$ cat src/rtl/rope_pkg.sv
// Shared types and helpers for the rope position controller.
//   rope_state_t : game FSM states
//   LOC_W_DEF    : default position width
//   loc_clamp    : clamp a value into [lo, hi]
//   step_toward  : move cur toward tgt by at most step_max, no overshoot
// Helpers work on 32-bit unsigned values, so the distance term has headroom
// beyond LOC_W+1 bits whatever position width the caller uses.
package rope_pkg;

  typedef enum logic [1:0] {
    PLAY   = 2'd0,
    WIN_L  = 2'd1,
    WIN_R  = 2'd2,
    CENTER = 2'd3
  } rope_state_t;

  localparam int LOC_W_DEF = 10;

  function automatic int unsigned loc_clamp(input int unsigned v,
                                            input int unsigned lo,
                                            input int unsigned hi);
    if (v < lo)      return lo;
    else if (v > hi) return hi;
    else             return v;
  endfunction

  function automatic int unsigned step_toward(input int unsigned cur,
                                              input int unsigned tgt,
                                              input int unsigned step_max);
    int unsigned d;
    if (tgt >= cur) begin
      d = tgt - cur;
      return cur + ((d < step_max) ? d : step_max);
    end else begin
      d = cur - tgt;
      return cur - ((d < step_max) ? d : step_max);
    end
  endfunction

endpackage

$ cat src/rtl/rope_pos_ctrl_frame_tick_gen.sv
// Vertical-sync edge detector: one-cycle tick when vsync_i enters its active
// level. Holding vsync_i active does not retrigger.
//   clk     : pixel clock
//   rst     : synchronous active-high reset
//   vsync_i : vertical sync, same clock domain
//   tick    : combinational pulse, high on the first active cycle
module frame_tick_gen #(
  parameter logic VSYNC_ACT = 1'b0
) (
  input  logic clk,
  input  logic rst,
  input  logic vsync_i,
  output logic tick
);

  logic act;
  logic vs_q;

  assign act  = (vsync_i == VSYNC_ACT);
  assign tick = act & ~vs_q;

  always_ff @(posedge clk) begin
    if (rst) vs_q <= 1'b0;
    else     vs_q <= act;
  end

endmodule

$ cat src/rtl/rope_pos_ctrl.sv
// Frame-synchronous rope position controller. Latches target updates while
// playing, moves the displayed position toward the target by at most
// STEP_MAX pixels per frame (only at vsync), holds a left/right win for
// WIN_HOLD_FRAMES frames, then walks the rope back to LOC_CENTER.
//   clk, rst    : pixel clock, synchronous active-high reset
//   vsync_i     : vertical sync from the timing generator
//   tgt_valid   : strobe qualifying tgt_loc
//   tgt_loc     : requested rope position
//   game_rst    : strobe restarting the game
//   rope_loc_o  : displayed rope position (registered)
//   frame_tick  : one-cycle pulse per frame
//   win_left    : high while in WIN_L
//   win_right   : high while in WIN_R
//   moving      : position still travelling toward its goal
module rope_pos_ctrl
  import rope_pkg::*;
#(
  parameter int          LOC_W           = LOC_W_DEF,
  parameter int unsigned LOC_MIN         = 0,
  parameter int unsigned LOC_MAX         = 639,
  parameter int unsigned LOC_CENTER      = 320,
  parameter int unsigned STEP_MAX        = 4,
  parameter int unsigned WIN_MARGIN      = 32,
  parameter int unsigned WIN_HOLD_FRAMES = 120,
  parameter logic        VSYNC_ACT       = 1'b0
) (
  input  logic             clk,
  input  logic             rst,
  input  logic             vsync_i,
  input  logic             tgt_valid,
  input  logic [LOC_W-1:0] tgt_loc,
  input  logic             game_rst,
  output logic [LOC_W-1:0] rope_loc_o,
  output logic             frame_tick,
  output logic             win_left,
  output logic             win_right,
  output logic             moving
);

  localparam int HOLD_W = (WIN_HOLD_FRAMES > 1) ? $clog2(WIN_HOLD_FRAMES) : 1;

  localparam logic [LOC_W-1:0]  CENTER_LOC = LOC_W'(LOC_CENTER);
  localparam logic [LOC_W-1:0]  WIN_L_TH   = LOC_W'(LOC_MIN + WIN_MARGIN);
  localparam logic [LOC_W-1:0]  WIN_R_TH   = LOC_W'(LOC_MAX - WIN_MARGIN);
  localparam logic [HOLD_W-1:0] HOLD_LAST  = HOLD_W'(WIN_HOLD_FRAMES - 1);

  rope_state_t       state_q, state_d;
  logic [LOC_W-1:0]  cur_q, cur_d;
  logic [LOC_W-1:0]  tgt_q, tgt_d;
  logic [HOLD_W-1:0] hold_q, hold_d;
  logic              frame_tick_q;
  logic              tick;

  frame_tick_gen #(
    .VSYNC_ACT (VSYNC_ACT)
  ) u_tick (
    .clk     (clk),
    .rst     (rst),
    .vsync_i (vsync_i),
    .tick    (tick)
  );

  always_ff @(posedge clk) begin
    if (rst) begin
      state_q      <= PLAY;
      cur_q        <= CENTER_LOC;
      tgt_q        <= CENTER_LOC;
      hold_q       <= '0;
      frame_tick_q <= 1'b0;
    end else begin
      state_q      <= state_d;
      cur_q        <= cur_d;
      tgt_q        <= tgt_d;
      hold_q       <= hold_d;
      frame_tick_q <= tick;
    end
  end

  always_comb begin
    state_d = state_q;
    cur_d   = cur_q;
    tgt_d   = tgt_q;
    hold_d  = hold_q;

    unique case (state_q)
      PLAY: begin
        // A tick steps toward the target held before this edge; a target
        // arriving on the same edge is only seen at the following tick.
        if (tgt_valid) begin
          tgt_d = LOC_W'(loc_clamp(32'(tgt_loc), LOC_MIN, LOC_MAX));
        end
        if (tick) begin
          cur_d = LOC_W'(step_toward(32'(cur_q), 32'(tgt_q), STEP_MAX));
          if (cur_d <= WIN_L_TH) begin
            state_d = WIN_L;
            hold_d  = '0;
          end else if (cur_d >= WIN_R_TH) begin
            state_d = WIN_R;
            hold_d  = '0;
          end
        end
      end
      WIN_L, WIN_R: begin
        if (tick) begin
          if (hold_q == HOLD_LAST) state_d = CENTER;
          else                     hold_d  = hold_q + HOLD_W'(1);
        end
      end
      CENTER: begin
        if (tick) begin
          cur_d = LOC_W'(step_toward(32'(cur_q), LOC_CENTER, STEP_MAX));
          if (cur_d == CENTER_LOC) begin
            state_d = PLAY;
            tgt_d   = CENTER_LOC;
          end
        end
      end
      default: state_d = PLAY;
    endcase

    if (game_rst) begin
      state_d = PLAY;
      cur_d   = CENTER_LOC;
      tgt_d   = CENTER_LOC;
      hold_d  = '0;
    end
  end

  always_comb begin
    moving = 1'b0;
    unique case (state_q)
      PLAY:    moving = (cur_q != tgt_q);
      CENTER:  moving = (cur_q != CENTER_LOC);
      default: moving = 1'b0;
    endcase
  end

  assign rope_loc_o = cur_q;
  assign frame_tick = frame_tick_q;
  assign win_left   = (state_q == WIN_L);
  assign win_right  = (state_q == WIN_R);

endmodule

$ cat config.mk
export PLATFORM = sky130hd
export DESIGN_NAME = rope_pos_ctrl
export DESIGN_NICKNAME = d
export VERILOG_FILES = /design/src/rtl/rope_pkg.sv /design/src/rtl/rope_pos_ctrl_frame_tick_gen.sv /design/src/rtl/rope_pos_ctrl.sv
export SDC_FILE = /design/constraint.sdc
export NUM_CORES = 1
export LEC_CHECK = 0
export CAP_MARGIN = 5
export CORE_AREA = 2 2 99 82
export CTS_BUF_LIST = sky130_fd_sc_hd__clkbuf_16
export CTS_CLUSTER_SIZE = 24
export DETAILED_ROUTE_END_ITERATION = 6
export DIE_AREA = 0 0 101 84
export PLACE_DENSITY = 0.7
export SYNTH_ARGS = -nofsm -noshare
export SYNTH_HDL_FRONTEND = slang
export SYNTH_HIERARCHICAL = 1
export SYNTH_SLANG_ARGS = --single-unit
$ cat constraint.sdc
create_clock -name clk -period 7.1 [get_ports clk]
set_input_delay 1.42 -clock clk [delete_from_list [all_inputs] [get_ports clk]]
set_output_delay 1.42 -clock clk [all_outputs]
set_load 0.02 [all_outputs]
==> flow_summary.yaml <==
sta:
  rsz0062_at_grt: "false"
  slew_viol_final: 0
  fin_skew_ns: 0.00405
  post-route-min-period_ns: 6.42
  finalCritPeriodShare_pct: 90.4
  setup_viol: 0
  fin_ws_ns: 0.684
  tightest_slew_ns: 0.947
  setup_tns_ns: 0
  clock.fmax_ghz: 0.156
  max_slew_margin_pct: 35.2
  hold_viol: 0
setup_path:
  critical_path_class: "reg -> reg"
  cpMaxStageDelayCell: "or4_4"
  required_ns: 7.31
  cp_cell_sequence: "inv_1, ha_1, nand2b_1, and3_2, o31ai_1, o2111ai_1, or4_1, nor3_1, buf_4, nand2b_1, ha_1, a22o_1, inv_1, fa_1, nor2b_1, o31a_1, o21ai_0, a311oi_1, o311ai_1, and4_4, or4_4, a311o_1, mux2i_1"
  arrival_ns: 6.62
  r2r_start: "rope_loc_o[1]"
  max_stage_delay_ns: 0.59
  cp-start-kind: "flop"
  crit_path_max_fanout: 10
  cp-end-kind: "flop"
  crit_start: "rope_loc_o[1]"
drt:
  detail_route.iter0.violations: 332
  drt_wl_total_um: 11300
  drc: 0
  num_vias: 4074
  ant_nets: 0
  wire_per_inst_um: 17.3
  routed_via_density: 6.27
  first_pass_iters: 5
logic_synthesis:
  ys_seq_area_share_pct: 15.6
  synth_seq_cells: 31
  synthesis.area_sq_um: 3990
  avgSynthCellArea_sq_um: 7.49
  synthArstFlopShare_pct: 0
  synth_edf_count: 0
  synth.distinct_cells: 67
  synth-main-ff-cell: "dfxtp_1"
  syn_nets: 602
  syn_inst: 532
  yosys_warnings: 6
floorplanning:
  core-area_sq_um: 7620
  num_rows: 29
  die_h_um: 84
  ios: 29
  die_area_sq_um: 8480
  chipWidth_um: 101
  start_util_pct: 52.3
place:
  dpl_worst_slack_ns: 0.624
  io_buffers: 28
  place_congestion: 0.912
  hpwl_um: 8700
  placed_area_sq_um: 4360
  dpl.cell_count: 642
outcome:
  outcome: "finished, final reports clean"
grt:
  grt_pass1_vias: 3850
  grt_usage_pct: 27.4
  antenna_found_initial: 0
  grt_pass1_wl_um: 18900
  overflow: 0
  grt_max_degree: 23
power_and_ir_drop:
  ir_worst_vdd_v: 0.000251
  p_leak_nw: 1.87
  p_total_mw: 2.28
  cellPowerDensity_nw_per_um2: 507
job:
  cap_violations: 0
layout:
  area_growth_pct: 12.8
  antennaDiodeCount: 0
  nFillCells: 726
  fin_area_sq_um: 4500
  drive_above_1_share_pct: 5.39
  nNetsFinal: 626
  final_cells: 650
clocking:
  numCtsBuffers: 5
  clock-root-buffer: "clkbuf_16"
  clk_latency_ns: 0.28
  postCtsHoldBufs: 0
  clock_path_buffers: 2
  cts_tree: "done"
  clkTransAtPathRegs_ns: 0.06
  cts-htree-levels: 2
  cts.sinks: 31
hold_path:
  hold_path.class: "reg -> reg"
  hold_start: "tgt_q[5]"
==> layer usage <==
| layer | wire length [um] | part of all wire [%] | global-route usage [%] | vias to the layer above |
|---|---|---|---|---|
| li1 | - | - | - | 2003 |
| met4 | 192 | 1.7 | 5.16 | 0 |
| met2 | 5060 | 45 | 42.9 | 142 |
| met5 | 0 | 0 | 0 | - |
| met1 | 5280 | 47 | 39.3 | 1909 |
| met3 | 726 | 6.4 | 5.19 | 20 |
==> placed cells by master, fill, tap and decap left out, drive strengths merged, types with 4 or more instances in the layout <==
cell	netlist	layout
o211a	4	4
or4	4	4
xnor2	17	17
and3	4	4
fa	4	4
clkbuf	15	5
xor2	12	12
o211ai	10	10
a211oi	12	12
nand4	6	6
inv	39	41
buf	6	10
a21oi	53	53
dfxtp	31	31
mux2i	12	12
nand2	55	55
nor2b	6	6
ha	51	51
nand2b	9	9
a21o	9	9
and2	5	5
nor3	8	8
o21ai	29	29
a31oi	5	5
o21a	11	11
clkdlybuf4s50	0	28
a311o	4	4
nor2	35	35
nand3	9	9
a21boi	5	5
nor4	10	10
==> worst paths after layout <==
path,to,slack [ns],cells after the start
min,tgt_q[5],0.50,2
max reg2reg,hold_q[5],0.68,23
max,hold_q[5],0.68,23
min reg2reg,tgt_q[5],0.50,2
==> sequential cells by signal, summed over array words and instances (netlist names) <==
signal       flops
u_tick/vs_q      1
tgt_q           10
rope_loc_o      10
state_q          2
frame_tick       1
hold_q           7
==> worst max-delay path, delay by kind of cell (launching register included) <==
kind                     cells  cell delay, ns
AND/OR/NAND/NOR              8            2.11
AO/OA/AOI/OAI                8            1.93
adder cells (fa/ha/maj)      3            1.10
flip-flops                   1            0.55
buffers and inverters        3            0.49
multiplexers                 1            0.13
==> cell families after synthesis <==
kind of cell / after synthesis / synth area share (%)
xor gates and xnor gates: 29 / 6.37
and+or+nand+nor: 165 / 20.7
DFF: 31 / 15.6
muxes: 13 / 3.30
AOI/OAI and AO/OA: 178 / 29.9
buffers and inverters: 61 / 6.25
adders and majority gates: 55 / 18.0
==> what timing repair did <==
| item | CTS | global route |
|---|---|---|
| setup buffers | 0 | 0 |
| gates resized for setup | 0 | 1 |
| endpoints found under the setup margin | 0 | 1 |
==> cells in the mapped netlist (9+ instances only) <==
cell / count / area, sq um
mux2i_1: 12 / 120
nand2b_1: 9 / 56.3
o21a_1: 11 / 82.6
xnor2_1: 17 / 149
o211ai_1: 10 / 75.1
o21ai_0: 29 / 145
inv_1: 39 / 146
nor2_1: 35 / 131
nand3_1: 9 / 45.0
a211oi_1: 12 / 90.1
ha_1: 51 / 638
nand2_1: 55 / 206
clkbuf_1: 14 / 52.6
dfxtp_1: 31 / 621
xor2_1: 12 / 105
a21oi_1: 53 / 265
nor4_1: 10 / 62.6
==> area by class of cell <==
type	instances	area (sq um)	share of cell area (%)
clock buffer	5	125	2.78
clock inverter	3	12.5	0.278
inverter	40	150	3.34
multi-input combinational	440	3120	69.3
sequential	31	621	13.8
tap	93	116	2.59
timing repair buffer	38	355	7.90
==> report_power, final <==
group	total, mW	internal [mW]	switching [mW]
combinational	1.85	0.751	1.10
sequential	0.229	0.196	0.0322
clock	0.207	0.127	0.0805
==> metrics by stage <==
stage / utilization [%] / hold WS (ns)
after global placement: 57.2 / 0.479
after floorplan: - / 0.449
after detailed placement: 57.2 / 0.491
after CTS: 59.0 / 0.498
final: 59.0 / 0.496
after global routing: 59.0 / 0.531
Power figures use the tool's default switching activity.
